`config.mk`:
```
export PLATFORM = sky130hd
export DESIGN_NAME = mul8x8_seg_top_flat
export DESIGN_NICKNAME = d
export VERILOG_FILES = /design/src/rtl/mul8x8_seg_top_if.sv /design/src/rtl/mul8x8_seg_top.sv /design/src/flat_wrapper.sv
export SDC_FILE = /design/constraint.sdc
export NUM_CORES = 1
export LEC_CHECK = 0
export CORE_UTILIZATION = 63
export CTS_CLUSTER_DIAMETER = 50
export DETAILED_ROUTE_END_ITERATION = 6
export GPL_TIMING_DRIVEN = 0
export PLACE_DENSITY_LB_ADDON = 0.1
export SLEW_MARGIN = 20
export SYNTH_ARGS = -nofsm -noshare
export SYNTH_HDL_FRONTEND = slang
export SYNTH_SLANG_ARGS = --single-unit
```
`constraint.sdc`:
```
create_clock -name clk -period 8.3 [get_ports clk]
set_input_delay 1.66 -clock clk [delete_from_list [all_inputs] [get_ports clk]]
set_output_delay 1.66 -clock clk [all_outputs]
set_load 0.01 [all_outputs]
```
`src/rtl/mul8x8_seg_top_if.sv`:
```
// Bus between the 8x8 multiplier/readout block and its user: start, operands, five segment codes.
interface mul8x8_seg_top_if;
    logic       st;
    logic [7:0] a;
    logic [7:0] b;
    logic [6:0] answer0;
    logic [6:0] answer1;
    logic [6:0] answer2;
    logic [6:0] answer3;
    logic [6:0] answer4;

    modport master (
        output st,
        output a,
        output b,
        input  answer0,
        input  answer1,
        input  answer2,
        input  answer3,
        input  answer4
    );

    modport slave (
        input  st,
        input  a,
        input  b,
        output answer0,
        output answer1,
        output answer2,
        output answer3,
        output answer4
    );
endinterface

```
`src/rtl/mul8x8_seg_top.sv`:
```
// Unsigned 8x8 shift-add multiplier, double-dabble to 5 BCD digits, registered 7-segment outputs.
// Optional macro LEADING_ZERO_BLANK_EN blanks leading zero digits answer4..answer1.
module mul8x8_seg_top (
    input  logic            clk,
    input  logic            rst,
    mul8x8_seg_top_if.slave bus
);
    localparam int N_DIG = 5;

    typedef enum logic [1:0] {
        S_IDLE,
        S_MUL,
        S_BCD,
        S_LOAD
    } state_t;

`ifdef LEADING_ZERO_BLANK_EN
    localparam logic [N_DIG-1:0][6:0] ANS_RESET = {7'h00, 7'h00, 7'h00, 7'h00, 7'h3F};
`else
    localparam logic [N_DIG-1:0][6:0] ANS_RESET = {7'h3F, 7'h3F, 7'h3F, 7'h3F, 7'h3F};
`endif

    state_t                  state_q, state_d;
    logic                    st_q, st_d;
    logic [15:0]             mcand_q, mcand_d;
    logic [7:0]              mplier_q, mplier_d;
    logic [15:0]             acc_q, acc_d;
    logic [19:0]             bcd_q, bcd_d;
    logic [3:0]              cnt_q, cnt_d;
    logic [N_DIG-1:0][6:0]   ans_q, ans_d;

    logic                    st_rise;
    logic [15:0]             acc_sum;
    logic [19:0]             bcd_adj;
    logic [35:0]             dd_shift;
    logic [N_DIG-1:0][6:0]   seg_raw;
    logic [N_DIG-1:0][6:0]   seg_next;

    function automatic logic [6:0] seg7(input logic [3:0] n);
        logic [6:0] s;
        case (n)
            4'd0:    s = 7'h3F;
            4'd1:    s = 7'h06;
            4'd2:    s = 7'h5B;
            4'd3:    s = 7'h4F;
            4'd4:    s = 7'h66;
            4'd5:    s = 7'h6D;
            4'd6:    s = 7'h7D;
            4'd7:    s = 7'h07;
            4'd8:    s = 7'h7F;
            4'd9:    s = 7'h6F;
            default: s = 7'h00;
        endcase
        return s;
    endfunction

    assign st_rise = bus.st & ~st_q;
    // Product never exceeds 65025, so the carry out of this add is always zero.
    assign acc_sum  = acc_q + mcand_q;
    // The accumulator doubles as the binary shift source during conversion.
    assign dd_shift = {bcd_adj, acc_q} << 1;

    genvar gi;
    generate
        for (gi = 0; gi < N_DIG; gi++) begin : g_dig
            assign bcd_adj[gi*4 +: 4] = (bcd_q[gi*4 +: 4] >= 4'd5) ?
                                        bcd_q[gi*4 +: 4] + 4'd3 : bcd_q[gi*4 +: 4];
            assign seg_raw[gi] = seg7(bcd_q[gi*4 +: 4]);
`ifdef LEADING_ZERO_BLANK_EN
            if (gi == 0) begin : g_units
                assign seg_next[gi] = seg_raw[gi];
            end else begin : g_upper
                // Blank when this digit and every more significant one are zero.
                assign seg_next[gi] = (bcd_q[4*N_DIG-1 : gi*4] == '0) ? 7'h00 : seg_raw[gi];
            end
`else
            assign seg_next[gi] = seg_raw[gi];
`endif
        end
    endgenerate

    always_comb begin
        state_d  = state_q;
        st_d     = bus.st;
        mcand_d  = mcand_q;
        mplier_d = mplier_q;
        acc_d    = acc_q;
        bcd_d    = bcd_q;
        cnt_d    = cnt_q;
        ans_d    = ans_q;
        case (state_q)
            S_IDLE: begin
                if (st_rise) begin
                    mcand_d  = {8'h00, bus.a};
                    mplier_d = bus.b;
                    acc_d    = '0;
                    bcd_d    = '0;
                    cnt_d    = '0;
                    state_d  = S_MUL;
                end
            end
            S_MUL: begin
                if (mplier_q[0]) begin
                    acc_d = acc_sum;
                end
                mcand_d  = mcand_q << 1;
                mplier_d = mplier_q >> 1;
                cnt_d    = cnt_q + 4'd1;
                if (cnt_q == 4'd7) begin
                    cnt_d   = '0;
                    state_d = S_BCD;
                end
            end
            S_BCD: begin
                {bcd_d, acc_d} = dd_shift;
                cnt_d          = cnt_q + 4'd1;
                if (cnt_q == 4'd15) begin
                    cnt_d   = '0;
                    state_d = S_LOAD;
                end
            end
            S_LOAD: begin
                ans_d   = seg_next;
                state_d = S_IDLE;
            end
            default: begin
                state_d = S_IDLE;
            end
        endcase
    end

    always_ff @(posedge clk or posedge rst) begin
        if (rst) begin
            state_q  <= S_IDLE;
            st_q     <= 1'b0;
            mcand_q  <= '0;
            mplier_q <= '0;
            acc_q    <= '0;
            bcd_q    <= '0;
            cnt_q    <= '0;
            ans_q    <= ANS_RESET;
        end else begin
            state_q  <= state_d;
            st_q     <= st_d;
            mcand_q  <= mcand_d;
            mplier_q <= mplier_d;
            acc_q    <= acc_d;
            bcd_q    <= bcd_d;
            cnt_q    <= cnt_d;
            ans_q    <= ans_d;
        end
    end

    assign bus.answer0 = ans_q[0];
    assign bus.answer1 = ans_q[1];
    assign bus.answer2 = ans_q[2];
    assign bus.answer3 = ans_q[3];
    assign bus.answer4 = ans_q[4];
endmodule

```
`src/flat_wrapper.sv`:
```
// flat-port wrapper written by rule: the top's interface ports become plain ports
module mul8x8_seg_top_flat 
  (clk, rst, bus_st, bus_a, bus_b, bus_answer0, bus_answer1, bus_answer2, bus_answer3, bus_answer4);
  mul8x8_seg_top_if bus_i ();
  input  logic clk;
  input  logic rst;
  input wire logic [$bits(bus_i.st)-1:0] bus_st;
  input wire logic [$bits(bus_i.a)-1:0] bus_a;
  input wire logic [$bits(bus_i.b)-1:0] bus_b;
  output wire logic [$bits(bus_i.answer0)-1:0] bus_answer0;
  output wire logic [$bits(bus_i.answer1)-1:0] bus_answer1;
  output wire logic [$bits(bus_i.answer2)-1:0] bus_answer2;
  output wire logic [$bits(bus_i.answer3)-1:0] bus_answer3;
  output wire logic [$bits(bus_i.answer4)-1:0] bus_answer4;
  assign bus_i.st = bus_st;
  assign bus_i.a = bus_a;
  assign bus_i.b = bus_b;
  assign bus_answer0 = bus_i.answer0;
  assign bus_answer1 = bus_i.answer1;
  assign bus_answer2 = bus_i.answer2;
  assign bus_answer3 = bus_i.answer3;
  assign bus_answer4 = bus_i.answer4;
  mul8x8_seg_top u_core (.clk(clk), .rst(rst), .bus(bus_i));
endmodule
```
==> reports/results.ini <==
[global_routing]
grt_pass1_wl_um = 23300
grt_pass1_vias = 5222
grt_usage_pct = 28.8
antenna_found_initial = 0
grt_max_degree = 71
globalRouteOverflowTotal = 0

[setup_path]
critPathKind = in -> reg
rrSetupSlack_ps = 5760
r2r_cells = 9
path_delay_family = buffers and inverters
setup.worst_path.end_class = flop
critPathSlowestCell = mux2i_1
crit_chain = clkdlybuf4s50_1, nor2b_2, mux2i_1, clkbuf_1, o21ai_0
cp.arrival_ps = 3620
cp_data_required_time_ps = 8530
cp.depth = 5
start_kind = primary input
worst-path-max-fanout = 10
path_buf_inv = 2
max_stage_delay_ps = 780

[logic_synthesis]
synthFlopType = dfrtp_1
synth_top_area_share_pct = 29.1
synth-edff-count = 0
synthArstFlopShare_pct = 100
syn_area_sq_mm = 0.00619
ys_ff_latch = 102
synth_cells = 690
syn-num-nets = 765
synth.avg_cell_area_sq_um = 8.97
synth_top_area_cell = dfrtp_1
synth_cell_type_count = 50
seq_area_frac_synth_pct = 41.9
synth.area.top_cells = dfrtp_1, dfstp_2, ha_1
yosys_warnings = 0

[route]
vias = 5168
drt-pass1-iter-count = 4
dr.first_iter.drc_count = 190
drt.antenna.violating_nets = 0
wl_per_cell_um = 15.2
drc = 0
viasPerCell = 5.81
totalWireLength_um = 13500

[min_path]
min_path_cells = 2
holdCritPathClass = reg -> reg

[sta]
setup_violations = 0
setup-tns-final_ps = 0
finalHoldViolCount = 0
rsz0062_at_grt = no
finalClockSkew_ps = 15.8
final_max_slew_viol_count = 0
max_clock_freq_mhz = 295
period_share_pct = 40.9
tightest_slew_ps = 983
period_needed_ps = 3390
finalWorstSetupSlack_ps = 4910
maxSlewHeadroom_pct = 32.6

[placement]
dp_hpwl_um = 9740
dp_slack_ps = 4530
routabilityCongestion = 0.909
port_buffers = 53

[clocking]
clkLatencyLatePin_ps = 370
cts-hold-fix-buffers = 0
clk_path_buf_depth = 2
cts_resized = 0
cts_tree = yes
root_buffer = clkbuf_8
cts_htree_levels = 3
cts_setup_buffers = 0
cts_buffers = 9
cts.sinks = 102
clkTransAtPathRegs_ps = 100

[floorplanning]
core_area_sq_mm = 0.00937
die_x_um = 101
die-area_sq_mm = 0.0102
die_h_um = 101
rows = 35
start_util_pct = 66.0
io_pins = 54

[power_and_ir_drop]
power.leakage_nw = 3.13
powerDensity_mw_per_mm2 = 268
vdd_drop_max_v = 0.000183

[layout]
diodes = 0
synthToLayoutAreaGrowth_pct = 14.8
nets = 830
drive_gt1_share_pct = 9.61
layout_commonest_cell = nand2_1
final_cell_mix = nand2_1, nor2_1, o21ai_0

[job]
cap_violations = 0

[status]
status = completed

-- final cells by class --
type,count,area [sq um]
Inverter,45,174
Buffer,36,149
Clock buffer,10,138
Tap cell,129,161
Clock inverter,6,51.3
Multi-Input combinational cell,507,3280
Timing Repair Buffer,54,558
Fill cell,701,2270
Sequential cell,102,2590
-- registers in the layout, summed over array words and instances (netlist names) --
| register | flops |
|---|---|
| u_core.st_q | 1 |
| u_core.bus.answer2 | 7 |
| u_core.mcand_q | 16 |
| u_core.bus.answer1 | 7 |
| u_core.state_q | 2 |
| u_core.bcd_q | 20 |
| u_core.bus.answer0 | 7 |
| u_core.bus.answer4 | 7 |
| u_core.bus.answer3 | 7 |
| u_core.acc_q | 16 |
| u_core.cnt_q | 4 |
| u_core.mplier_q | 8 |
-- per-layer routing --
metal / GRT usage (%) / vias up / share of wire [%] / wire length, um
li1: - / 2517 / - / -
met1: 35.1 / 2494 / 44 / 6000
met2: 51.2 / 132 / 51 / 6840
met3: 3.74 / 25 / 3.3 / 447
met4: 12.2 / 0 / 1.7 / 232
met5: 0 / - / 0 / 0
-- worst paths after layout --
check | from | endpoint
min | u_core.bus.answer1[2]$_DFFE_PP1N_ | u_core.bus.answer1[2]$_DFFE_PP1N_
min reg2reg | u_core.bus.answer1[2]$_DFFE_PP1N_ | u_core.bus.answer1[2]$_DFFE_PP1N_
max | bus_st | u_core.mplier_q[1]$_DFFE_PP0P_
max reg2reg | u_core.acc_q[0]$_DFFE_PP0P_ | u_core.acc_q[14]$_DFFE_PP0P_
max in group asynchronous | rst | u_core.bus.answer2[5]$_DFFE_PP1N_
min in group asynchronous | rst | u_core.bcd_q[19]$_DFFE_PP0P_
-- kinds of logic (layout without fill, tap and decap cells) --
group | Yosys count | count (layout) | synth area share [%]
buffers and inverters | 81 | 151 | 5.14
DFF | 102 | 102 | 41.9
and+or+nand+nor | 188 | 188 | 12.5
AOI/OAI and AO/OA | 210 | 210 | 20.7
xor gates and xnor gates | 24 | 24 | 3.40
adders and majority gates | 56 | 56 | 11.4
muxes | 29 | 29 | 4.89
-- tightest hold or removal path, stage by stage, from the launching register on --
cell     delay (ps)
dfstp_2         380
inv_1            40
o21ai_0          60
-- power breakdown --
group	switching, mW	internal (mW)
Combinational	0.537	0.339
Sequential	0.0886	0.630
Clock	0.183	0.122
Total	0.809	1.09
-- cell usage after synthesis (2+ instances only) --
cell type	n
nor2_1	77
o211ai_1	6
inv_1	44
a22o_1	12
o22ai_1	2
o31ai_1	3
a21o_1	7
o221ai_1	7
o21a_1	2
nor2b_1	3
ha_1	55
o21ai_1	2
xnor2_1	13
a21oi_1	59
buf_4	2
and3_1	3
nand2_1	78
buf_1	4
clkbuf_1	25
o311ai_0	4
a211oi_1	3
nand2b_1	8
o21ai_0	76
mux2i_1	19
buf_2	5
nand3_1	6
and2_1	3
dfrtp_1	72
o22a_1	2
nor3_1	7
dfstp_2	30
a31oi_1	11
xor2_1	11
mux2_2	10
a22oi_1	4
-- per-stage QoR --
stage | hold slack [ps] | instance area [sq um] | util (%) | total power [mW] | cells
3_5_place_dp | 459 | 6910 | 73.8 | 1.60 | 873
2_1_floorplan | 450 | 6190 | - | 1.31 | 690
4_1_cts | 477 | 7100 | 75.8 | 1.90 | 889
6_report | 475 | 7100 | 75.8 | 1.90 | 889
5_1_grt | 497 | 7100 | 75.8 | 2.04 | 889
3_3_place_gp | 456 | 6880 | 73.4 | 1.56 | 872
Power figures use the tool's default switching activity.
